`config.mk`:
```
export PLATFORM = sky130hd
export DESIGN_NAME = seg_display_scanner
export DESIGN_NICKNAME = d
export VERILOG_FILES = /design/src/rtl/seg_display_pkg.sv /design/src/rtl/scan_tick_gen.sv /design/src/rtl/seg_display_scanner.sv
export SDC_FILE = /design/constraint.sdc
export NUM_CORES = 1
export LEC_CHECK = 0
export BUFFER_PORTS_ARGS = -buffer_cell sky130_fd_sc_hd__buf_2
export CELL_PAD_IN_SITES_DETAIL_PLACEMENT = 0
export CELL_PAD_IN_SITES_GLOBAL_PLACEMENT = 1
export CORE_ASPECT_RATIO = 0.5
export CORE_MARGIN = 2
export CORE_UTILIZATION = 42
export CTS_BUF_LIST = sky130_fd_sc_hd__clkbuf_4 sky130_fd_sc_hd__clkbuf_8
export CTS_CLUSTER_SIZE = 10
export DETAILED_ROUTE_END_ITERATION = 10
export PLACE_DENSITY = 0.81
export SYNTH_ARGS = -nofsm -noshare
export SYNTH_HDL_FRONTEND = slang
export SYNTH_SLANG_ARGS = --single-unit
```
`constraint.sdc`:
```
create_clock -name clk -period 2.5 [get_ports clk]
set_input_delay 0.5 -clock clk [delete_from_list [all_inputs] [get_ports clk]]
set_output_delay 0.5 -clock clk [all_outputs]
set_load 0.03 [all_outputs]
```
`src/rtl/seg_display_pkg.sv`:
```
// Shared constants and types for the seven-segment scan controller.
package seg_display_pkg;

    localparam int unsigned MAX_DIGITS = 8;
    localparam int unsigned NIBBLE_W   = 4;

    typedef logic [NIBBLE_W-1:0] nibble_t;

    // Active-low enables: every digit dark.
    localparam logic [MAX_DIGITS-1:0] ALL_OFF = '1;

endpackage

```
`src/rtl/scan_tick_gen.sv`:
```
// Slot prescaler: counts 0..REFRESH_DIV-1 and flags the last cycle of each slot.
module scan_tick_gen #(
    parameter int unsigned REFRESH_DIV = 50000,
    parameter int unsigned CNT_W       = $clog2(REFRESH_DIV)
) (
    input  logic             clk,
    input  logic             rst_n,
    output logic [CNT_W-1:0] slot_cnt,
    output logic             tick_c
);

    // Last cycle of the current slot.
    assign tick_c = (slot_cnt == CNT_W'(REFRESH_DIV - 1));

    // Free-running slot counter, wrapping on the tick.
    always_ff @(posedge clk) begin
        if (!rst_n) begin
            slot_cnt <= '0;
        end else if (tick_c) begin
            slot_cnt <= '0;
        end else begin
            slot_cnt <= slot_cnt + CNT_W'(1);
        end
    end

endmodule

```
`src/rtl/seg_display_scanner.sv`:
```
// Time-multiplexed hex display scanner with tear-free frame updates,
// anti-ghosting dead time and optional leading-zero blanking.
module seg_display_scanner
    import seg_display_pkg::*;
#(
    parameter int unsigned NUM_DIGITS  = 4,
    parameter int unsigned REFRESH_DIV = 50000,
    parameter int unsigned DEAD_CYCLES = 500,
    parameter int unsigned LZB_EN      = 1
) (
    input  logic                           clk,
    input  logic                           rst_n,
    input  logic [NIBBLE_W*NUM_DIGITS-1:0] value,
    input  logic                           load,
    output nibble_t                        nibble,
    output logic [NUM_DIGITS-1:0]          digit_en_n,
    output logic                           frame_start
);

    localparam int unsigned CNT_W    = $clog2(REFRESH_DIV);
    localparam int unsigned IDX_W    = (NUM_DIGITS > 1) ? $clog2(NUM_DIGITS) : 1;
    localparam int unsigned LAST_IDX = NUM_DIGITS - 1;

    if (NUM_DIGITS < 1 || NUM_DIGITS > MAX_DIGITS) begin : g_bad_digits
        $error("seg_display_scanner: NUM_DIGITS out of range");
    end

    logic [CNT_W-1:0]            slot_cnt;
    logic                        tick_c;
    logic                        boundary_c;
    logic [IDX_W-1:0]            idx;
    logic [IDX_W-1:0]            idx_nxt;
    nibble_t [NUM_DIGITS-1:0]    shadow;
    nibble_t [NUM_DIGITS-1:0]    disp;
    nibble_t [NUM_DIGITS-1:0]    disp_nxt;
    logic                        pending;
    logic                        pending_nxt;
    logic                        lit_c;
    logic [NUM_DIGITS-1:0]       en_nxt;

    scan_tick_gen #(
        .REFRESH_DIV (REFRESH_DIV),
        .CNT_W       (CNT_W)
    ) u_tick (
        .clk      (clk),
        .rst_n    (rst_n),
        .slot_cnt (slot_cnt),
        .tick_c   (tick_c)
    );

    // A frame ends on the tick of the last digit's slot.
    assign boundary_c = tick_c && (idx == IDX_W'(LAST_IDX));

    // Digit index advances once per slot and wraps after the last digit.
    always_comb begin
        idx_nxt = idx;
        if (tick_c) begin
            idx_nxt = boundary_c ? '0 : idx + IDX_W'(1);
        end
    end

    // Commit the shadow only at a frame boundary; a coinciding load stays pending.
    always_comb begin
        disp_nxt    = disp;
        pending_nxt = pending;
        if (boundary_c && pending) begin
            disp_nxt    = shadow;
            pending_nxt = 1'b0;
        end
        if (load) begin
            pending_nxt = 1'b1;
        end
    end

    // Upcoming digit is lit unless it and every more significant nibble are zero.
    always_comb begin
        lit_c = 1'b1;
        if (LZB_EN != 0 && idx_nxt != '0) begin
            lit_c = 1'b0;
            for (int i = 1; i < NUM_DIGITS; i++) begin
                if (IDX_W'(i) >= idx_nxt && disp_nxt[i] != '0) begin
                    lit_c = 1'b1;
                end
            end
        end
    end

    // Enables follow the upcoming counter value so the dead window starts at slot_cnt 0.
    always_comb begin
        en_nxt = ALL_OFF[NUM_DIGITS-1:0];
        if (!tick_c && slot_cnt >= CNT_W'(DEAD_CYCLES - 1) && lit_c) begin
            en_nxt[idx_nxt] = 1'b0;
        end
    end

    // Scan state and output registers.
    always_ff @(posedge clk) begin
        if (!rst_n) begin
            idx         <= '0;
            shadow      <= '0;
            disp        <= '0;
            pending     <= 1'b0;
            nibble      <= '0;
            digit_en_n  <= ALL_OFF[NUM_DIGITS-1:0];
            frame_start <= 1'b0;
        end else begin
            idx         <= idx_nxt;
            if (load) begin
                shadow <= value;
            end
            disp        <= disp_nxt;
            pending     <= pending_nxt;
            nibble      <= disp[idx];
            digit_en_n  <= en_nxt;
            frame_start <= boundary_c;
        end
    end

endmodule

```
-- Word level (Yosys, flattened, before mapping)
Cells that the tools add are included.
- bits in registers: 60
- memories: 0
- memory bits (writable): 0
- latch bits: 0
- bits of input ports: 19
- output and inout port bits: 9
- memory bits (read-only): 0
- $lt $le $gt $ge: 7
- bitwise gates (word level): 2
- div/mod/pow operators: 0
- mux-type cells: 13
- multipliers: 0
- shift-type cells: 0
- reduce and logical (&&, ||, !) cells: 16
- $add $sub $neg: 2
- equal/unequal tests: 2
- operators with widths (cell ; count):
    16-bit by 1-bit adder with 16-bit output, second input constant ; 1
    16-bit equality test, second input constant ; 1
    16-bit by 9-bit greater-or-equal comparator with 1-bit output, second input constant ; 1
    16-bit two-way mux ; 1
    4-bit nonzero test ; 3
    4-bit binary-select mux with 2-bit select ; 1
    1-bit logical AND ; 8
    1-bit two-way mux ; 7
    2-bit by 3-bit < comparator with 1-bit output, second input constant ; 2
    2-bit greater-or-equal comparator, first input constant ; 2
    2-bit two-way mux ; 2
    4-bit two-way mux ; 1
    4-bit inverter ; 1
    2-bit nonzero test ; 2
    2-bit by 1-bit adder with 2-bit output, second input constant ; 1
    1-bit demux with 2-bit select ; 1
    2-bit equality test, second input constant ; 1
    1-bit by 2-bit greater-or-equal comparator with 1-bit output, first input constant ; 1
    2-bit by 1-bit greater-or-equal comparator with 1-bit output, second input constant ; 1
    2-bit AND reduction ; 1
    2-bit OR reduction ; 1
    1-bit logical NOT ; 1
    1-bit inverter ; 1

-- Logic depth before layout (Yosys ltp)
Gate-level depths: netlist (run 1).
- word-level depth: 12
- gate-level depth with buffers: 7
- depth with buffers taken out: 6

-- Hierarchy
Synthesis (run 1) repeated with hierarchy kept, for this count alone.
- cell total of the unflattened synthesis: 264
- area total of the unflattened synthesis: 2626.3 um^2
- by module, submodules not included (module ; cells an instance ; times used ; area each (um^2)):
    seg_display_scanner ; 185 ; 1 ; 1836.8
    scan_tick_gen ; 79 ; 1 ; 789.5

-- Worst setup path before layout (run 1)
No wires, ideal clock.
- kind: reg-to-reg
- start point: register u_tick.slot_cnt[11]
- end point: register digit_en_n[1]
- data arrival time: 2.324 ns
- setup slack: 0.089 ns
- setup time: 0.087 ns
- path buffers: 0
- cell stages (with the launch flop): 6
- path through: dfxtp_1 or4_4 or4_4 or4_1 a22o_1 o31ai_1
- cells in the longest elaborated chain, start to end: 12
- elaborated cells on any way between the ends: 31
- ends and longest elaborated chain (item ; line ; RTL):
    start: declaration ; scan_tick_gen.sv:8 ; output logic [CNT_W-1:0] slot_cnt,
    start signal: assignment ; scan_tick_gen.sv:22 ; slot_cnt <= slot_cnt + CNT_W'(1);
    16-bit equality test ; scan_tick_gen.sv:13 ; assign tick_c = (slot_cnt == CNT_W'(REFRESH_DIV - 1));
    1-bit logical AND ; seg_display_scanner.sv:52 ; assign boundary_c = tick_c && (idx == IDX_W'(LAST_IDX));
    2-bit two-way mux or 1-bit logical AND (tied branches) ; seg_display_scanner.sv:58, seg_display_scanner.sv:66 ;
    2-bit two-way mux or 16-bit two-way mux (tied branches) ; seg_display_scanner.sv:57, seg_display_scanner.sv:66 ;
    1-bit by 2-bit greater-or-equal comparator with 1-bit output or 4-bit nonzero test (tied branches) ; seg_display_scanner.sv:81 ; if (IDX_W'(i) >= idx_nxt && disp_nxt[i] != '0) begin
    1-bit logical AND ; seg_display_scanner.sv:81 ;
    1-bit two-way mux (3 in a row) ; seg_display_scanner.sv:81 ;
    1-bit two-way mux ; seg_display_scanner.sv:78 ; if (LZB_EN != 0 && idx_nxt != '0) begin
    1-bit logical AND ; seg_display_scanner.sv:91 ; if (!tick_c && slot_cnt >= CNT_W'(DEAD_CYCLES - 1) && lit_c) begin
    2-bit AND reduction (no source line) ; -- ;
    end signal: assignment ; seg_display_scanner.sv:104 ; digit_en_n <= ALL_OFF[NUM_DIGITS-1:0];
    end signal: assignment ; seg_display_scanner.sv:114 ; digit_en_n <= en_nxt;
    end: declaration ; seg_display_scanner.sv:16 ; output logic [NUM_DIGITS-1:0] digit_en_n,
Parallel ways exist; a longest one is shown, timed or not.
A chain may end at the register's enable or synchronous reset.

-- Final worst setup path (run 1)
- start point: register u_tick.slot_cnt[10]
- end point: register digit_en_n[1]
The elaborated chain is that of the path after synthesis.

==> impl_metrics.csv, run 1 <==
group,metric,value,unit
power_and_ir_drop,p_total,2050,µW
floorplanning,io_pins,28,
finish,fin_nets,325,
route,wl_per_cell,13.4,µm
logic_synthesis,ys_seq_area_frac,0.484,
finish,drive_gt1_frac,0.233,
logic_synthesis,ys_types,33,
worst_setup_path,cp_top_family,"simple AND/OR/NAND/NOR gates",
logic_synthesis,avgSynthCellArea,9.62,µm²
route,drt_pass1_iterations,4,
sta,fin_tns_setup,0,ns
logic_synthesis,yosysWarnings,0,
worst_setup_path,reg2reg_slack,0.03,ns
clock_tree,clk_pin_slew,0.07,ns
worst_setup_path,cp_common_cell,"or4_4",
route,ant_nets,0,
worst_setup_path,r2r_cells,5,
route,viasPerCell,5.06,
floorplanning,rows,19,
logic_synthesis,synth_top_cells_by_area,"dfxtp_1 (48%), mux2i_1 (8.1%), nand2_1 (5.7%), a21boi_0 (4.8%), nor2b_1 (4.8%)",
worst_hold_path,hold_class,"in2reg",
sta,setup_viol,0,
worst_setup_path,critPathArrivalTime,2.72,ns
route,drt_wl_total,5130,µm
global_route,grt_usage,0.164,
placed_design,io_buffers,27,
sta,fin_crit_sh,0.989,
power_and_ir_drop,intPower,1630,µW
floorplanning,core,0.00559,mm²
global_route,grt_max_degree,43,
worst_setup_path,endpoint_kind,"register",
sta,fmax,404,MHz
logic_synthesis,ys.flop_type,"dfxtp_1",
placed_design,place_hpwl,3590,µm
worst_setup_path,timing.rr.end,"digit_en_n[1]",
logic_synthesis,ys_async_sr_fraction,0,
floorplanning,initial_core_util,0.444,
logic_synthesis,ys_top_cells_by_count,"dfxtp_1 (60), nand2_1 (38), mux2i_1 (20), nor2_1 (20), nor2b_1 (19)",
placed_design,dp_cells,366,
clock_tree,cts_buffers,9,
logic_synthesis,netlist.top_cell.by_area,"dfxtp_1",
worst_hold_path,min_from,"value[11]",
floorplanning,die_h,58.4,µm
worst_setup_path,worstSetupPathType,"reg2reg",
global_route,grt-ovfl-total,0,
floorplanning,die_area,0.00658,mm²
power_and_ir_drop,power_switching,421,µW
finish,num_antenna_cells,0,
floorplanning,die_x,113,µm
job,cap_violations,0,
clock_tree,clk_path_buf_depth,2,
clock_tree,clkSinkCount,60,
route,dr_total_vias,1932,
route,drt_iter0_drc,66,
worst_setup_path,path_buf_inv,0,
sta,skew,0.00948,ns
sta,slew_violations,0,
status,status,"complete, no violations",
logic_synthesis,syn_nets,279,
logic_synthesis,synth-seq-cells,60,
logic_synthesis,synth-edff-count,0,
power_and_ir_drop,power.density,674,mW/mm²
power_and_ir_drop,switching_share,0.206,
worst_setup_path,cp.depth,5,
clock_tree,cts_tree,"built",
power_and_ir_drop,power_frac_comb,0.039,
worst_setup_path,setup.worst_path.start_class,"register",
finish,final_util,0.545,
worst_setup_path,crit_required,2.74,ns
logic_synthesis,yosysMostFrequentCell,"dfxtp_1",
finish,fill_cells,511,
clock_tree,cts_max_level,3,
clock_tree,post_cts_buffers,0,
placed_design,gp_congestion,0.841,
route,drcViolationCount,0,
worst_setup_path,crit_start,"u_tick.slot_cnt[10]",
sta,maxSlewHeadroom,0.585,
global_route,grt_pass1_vias,1806,
logic_synthesis,synth_cells,258,
worst_setup_path,slowest_delay,0.59,ns
logic_synthesis,synth_top_area_share,0.484,
worst_setup_path,cp_slowest_cell,"or4_4",
global_route,grt_pass1_wl,8440,µm
finish,fin_cells,382,
worst_setup_path,r2r_start,"u_tick.slot_cnt[10]",
power_and_ir_drop,clkPwrFrac,0.477,
worst_setup_path,critPathCapture,"digit_en_n[1]",
power_and_ir_drop,worst_ir_drop_vdd,0.000376,V
worst_setup_path,path_cells,"or4_4, or4_4, or4_1, a22o_1, o31ai_2",
clock_tree,clkLatencyLatePin,0.34,ns
clock_tree,cts_root_buf,"clkbuf_8",
sta,hold_slack,0.422,ns
worst_setup_path,worst-path-max-fanout,4,
logic_synthesis,synthesis.area,0.00248,mm²
power_and_ir_drop,p_leak,0.00121,µW
sta,finalCriticalPeriod,2.47,ns
sta,tightest_slew,0.617,ns
global_route,antenna_found_initial,0,
power_and_ir_drop,seqPwrFrac,0.484,
finish,syn_to_final_growth,22.6,%
sta,final-hold-violation-count,0,
[tightest hold or removal path, cell delays in order]
cell,delay [ns]
buf_2,0.07
mux2i_1,0.06
nor2b_1,0.09
[power by group through the flow]
stage / clock network (µW) / registers (µW) / logic (µW)
CTS: 998 / 992 / 81.5
finish: 977 / 992 / 80.9
global route: 1050 / 994 / 90.0
floorplan: 0 / 1010 / 54.4
detailed placement: 0 / 1010 / 81.6
global placement: 0 / 1010 / 79.3
[how the worst min path moves through the flow]
stage | end | slack, ns | cells after the start
3_5_place_dp | u_tick.slot_cnt[0] | 0.44 | 1
6_report | shadow[11] | 0.42 | 3
2_1_floorplan | u_tick.slot_cnt[0] | 0.42 | 1
5_1_grt | shadow[3] | 0.40 | 3
3_3_place_gp | u_tick.slot_cnt[0] | 0.43 | 1
4_1_cts | shadow[15] | 0.41 | 3
[layout by cell type (no fill, tap or decap), types with 2 or more instances in the layout]
master / n
and3_1: 5
mux4_2: 4
xor2_1: 7
nor2_1: 20
ha_1: 2
mux2i_1: 20
nor2b_1: 19
nand2_1: 38
dfxtp_1: 60
bufinv_16: 2
nor3_1: 2
xnor2_1: 7
and3_2: 2
and2_1: 6
buf_2: 27
or4_4: 2
nand3_1: 11
nor4_1: 8
clkbuf_8: 10
buf_4: 18
o2111ai_1: 2
clkbuf_4: 2
a21boi_0: 16
a21oi_1: 3
inv_1: 3
[stage by stage]
stage	worst slack, ns	cell area (µm²)
finish	0.0274	3040
CTS	0.0364	3040
floorplan	0.0894	2480
global route	-0.0154	3040
detailed placement	0.0136	2810
global placement	0.0822	2810
[routing by layer]
metal,wire [µm],GRT usage,part of all wire
met1,2590,0.226,0.51
met2,2270,0.251,0.44
met3,190,0.0525,0.037
met4,67,0.0523,0.013
met5,0,0,0
[flip-flops by register name, indices dropped and copies added (netlist names)]
register,count
pending,1
digit_en_n,4
idx,2
u_tick.slot_cnt,16
nibble,4
frame_start,1
disp,16
shadow,16
[logic make-up after synthesis]
| family | synth area share |
|---|---|
| buffers and inverters | 0.0202 |
| DFF | 0.484 |
| xor gates and xnor gates | 0.0494 |
| adders and majority gates | 0.0101 |
| muxes | 0.117 |
| and+or+nand+nor | 0.243 |
| AOI/OAI and AO/OA | 0.0761 |
[final cells by class]
class	instances	area, µm²	area share
repair buffers	45	270	0.0888
clock inverters	4	72.6	0.0238
clock buffers	12	153	0.0502
inverters	3	11.3	0.00370
flip-flops and latches	60	1200	0.395
well taps	73	91.3	0.0300
multi-input cells	185	1240	0.409
[repair_timing]
action	in CTS	in global routing
resized for setup	0	1
cloned	0	0
pin swaps	1	0
hold buffers	0	0
setup endpoints to repair	1	1
No activity file was read; power rests on OpenSTA's default activity.
==> inputs of run 2 (changes only) <==
- PLACE_DENSITY: 0.81 -> 0.8
- SYNTH_HIERARCHICAL: not set -> 1
==> impl_metrics.csv, run 2 <==
group,metric,value,unit
status,status,"complete, no violations",
logic_synthesis,ys_seq_area_frac,0.457,
sta,setup_viol,0,
finish,seq_area,0.00120,mm²
logic_synthesis,ys.flop_type,"dfxtp_1",
sta,finalCriticalPeriod,2.39,ns
finish,fill_cells,596,
clock_tree,cts_buffers,9,
floorplanning,die_h,59.9,µm
global_route,grt_max_degree,27,
global_route,grt_usage,0.167,
clock_tree,clkLatencyLatePin,0.34,ns
clock_tree,cts_root_buf,"clkbuf_8",
sta,fin_crit_sh,0.957,
finish,final_common_cell,"dfxtp_1",
logic_synthesis,ys_types,41,
logic_synthesis,synth-seq-cells,60,
sta,setup_ws,0.106,ns
worst_setup_path,crit_start,"u_tick/slot_cnt[1]",
sta,fmax,418,MHz
finish,syn_to_final_growth,16.3,%
worst_setup_path,endpoint_kind,"register",
floorplanning,initial_core_util,0.434,
logic_synthesis,synth_top_cells_by_area,"dfxtp_1 (46%), mux2i_1 (6.5%), nand2_1 (5.6%), a21boi_1 (4.9%), nor2b_1 (4.3%)",
finish,drive_gt1_frac,0.249,
worst_setup_path,worstSetupPathType,"reg2reg",
logic_synthesis,synth_cells,264,
floorplanning,rows,20,
finish,fin_nets,317,
placed_design,gp_congestion,0.794,
worst_setup_path,crit_required,2.71,ns
logic_synthesis,yosysWarnings,6,
sta,final-hold-violation-count,0,
logic_synthesis,ys_top_cells_by_count,"dfxtp_1 (60), nand2_1 (39), nor2b_1 (18), a21boi_1 (17), mux2i_1 (17)",
clock_tree,clk_path_buf_depth,2,
finish,multiInputGateArea,0.00134,mm²
power_and_ir_drop,clkPwrFrac,0.446,
global_route,grt-ovfl-total,0,
route,dr_total_vias,1925,
logic_synthesis,synth_top_area_share,0.457,
route,drt_wl_total,5140,µm
worst_setup_path,setup.worst_path.start_class,"register",
clock_tree,cts_tree,"built",
logic_synthesis,yosysMostFrequentCell,"dfxtp_1",
finish,num_antenna_cells,0,
placed_design,dp_slack,0.0352,ns
power_and_ir_drop,power_frac_comb,0.044,
worst_setup_path,r2r_start,"u_tick/slot_cnt[1]",
power_and_ir_drop,worst_ir_drop_vdd,0.000386,V
worst_setup_path,reg2reg_slack,0.11,ns
power_and_ir_drop,p_leak,0.00120,µW
floorplanning,io_pins,28,
global_route,grt_pass1_vias,1878,
sta,tightest_slew,0.510,ns
global_route,grt_pass1_wl,8720,µm
sta,slew_violations,0,
clock_tree,cts_max_level,3,
worst_setup_path,critPathCapture,"digit_en_n[3]",
route,viasPerCell,4.95,
worst_setup_path,worst-path-max-fanout,9,
worst_setup_path,critPathArrivalTime,2.61,ns
logic_synthesis,ys_async_sr_fraction,0,
route,drt_pass1_iterations,4,
floorplanning,die_x,116,µm
route,drt_iter0_drc,47,
placed_design,place_hpwl,3680,µm
sta,skew,0.0113,ns
logic_synthesis,syn_nets,285,
route,wl_per_cell,13.2,µm
clock_tree,ctsHoldBuffers,0,
sta,rsz0062_at_grt,"no",
clock_tree,clkSinkCount,60,
global_route,antenna_found_initial,0,
route,ant_nets,0,
power_and_ir_drop,seqPwrFrac,0.511,
clock_tree,clk_pin_slew,0.06,ns
power_and_ir_drop,power.density,637,mW/mm²
logic_synthesis,synth-edff-count,0,
power_and_ir_drop,intPower,1530,µW
power_and_ir_drop,power_switching,419,µW
logic_synthesis,avgSynthCellArea,9.95,µm²
logic_synthesis,synthesis.area,0.00263,mm²
worst_setup_path,r2r_cells,8,
power_and_ir_drop,switching_share,0.215,
floorplanning,die_area,0.00694,mm²
clock_tree,post_cts_buffers,0,
logic_synthesis,netlist.top_cell.by_area,"dfxtp_1",
finish,largestRegisters,"disp (16), shadow (16), u_tick/slot_cnt (16)",
worst_hold_path,hold_class,"in2reg",
route,drcViolationCount,0,
job,cap_violations,0,
finish,mostFrequentLayoutCells,"dfxtp_1 (60), nand2_1 (39), buf_2 (27)",
worst_setup_path,timing.rr.end,"digit_en_n[3]",
floorplanning,core,0.00606,mm²
sta,fin_tns_setup,0,ns
placed_design,io_buffers,27,
sta,maxSlewHeadroom,0.657,
## run 2: changes by cell type after synthesis, sizes merged, moves of 3 or more
cell	change
and3	-3
buf	+5
nand4	+3
nor2	-4
nor3	+4
nor4	+3
xnor2	+4
xor2	-3
## run 2: area by class of cell
class | instances | area share
repair buffers | 34 | 0.0614
clock buffers | 12 | 0.0500
well taps | 88 | 0.0360
flip-flops and latches | 60 | 0.393
inverters | 4 | 0.00573
multi-input cells | 187 | 0.438
clock inverters | 4 | 0.0160
## run 2: worst min-delay path by stage
stage / depth (start not counted) / startpoint / to
finish: 3 / value[8] / shadow[8]
global route: 3 / value[10] / shadow[10]
CTS: 3 / value[8] / shadow[8]
detailed placement: 2 / shadow[2] / disp[2]
global placement: 2 / disp[3] / disp[3]
floorplan: 2 / shadow[0] / disp[0]
## run 2: through the flow
stage | instances | hold WS, ns | utilization | area [µm²] | power (µW)
5_1_grt | 389 | 0.403 | 0.505 | 3060 | 2030
4_1_cts | 389 | 0.397 | 0.504 | 3050 | 1980
3_3_place_gp | 373 | 0.447 | 0.470 | 2850 | 1100
3_5_place_dp | 373 | 0.449 | 0.470 | 2850 | 1100
6_report | 389 | 0.417 | 0.505 | 3060 | 1950
2_1_floorplan | 264 | 0.430 | - | 2630 | 1070
## run 2: per-layer routing
metal,share of wire,wire (µm),global-route usage
met5,0,0,0
met2,0.48,2470,0.276
met3,0.049,251,0.0801
met1,0.47,2400,0.201
met4,0.0052,27,0.0408
## run 2: cells by family (layout without fill, tap and decap cells)
family,count (synthesis),after routing,synth area share
adders and majority gates,2,2,0.00953
AOI/OAI and AO/OA,22,22,0.0638
muxes,22,22,0.104
DFF,60,60,0.457
buffers and inverters,17,54,0.0343
and+or+nand+nor,126,126,0.281
xor gates and xnor gates,15,15,0.0500
## run 2: critical path, cell delays in order (launching register included)
cell and delay (ns):
dfxtp_1 0.40, ha_2 0.24, and3_1 0.24, nand4_2 0.19, inv_4 0.15, and3_4 0.20
mux2i_2 0.24, nor2_1 0.07, or4_1 0.52
## run 2: what timing repair did
action / in CTS / in global routing
resized for setup: 0 / 3
setup endpoints to repair: 0 / 3
endpoints found under the hold margin: 0 / 0
## run 2: power by group through the flow
stage          Combinational [µW]  Clock, µW  Sequential [µW]
3_3_place_gp                 83.6          0             1010
6_report                     84.8        868              994
2_1_floorplan                58.0          0             1010
4_1_cts                      85.9        900              994
3_5_place_dp                 85.3          0             1020
5_1_grt                      95.2        943              996
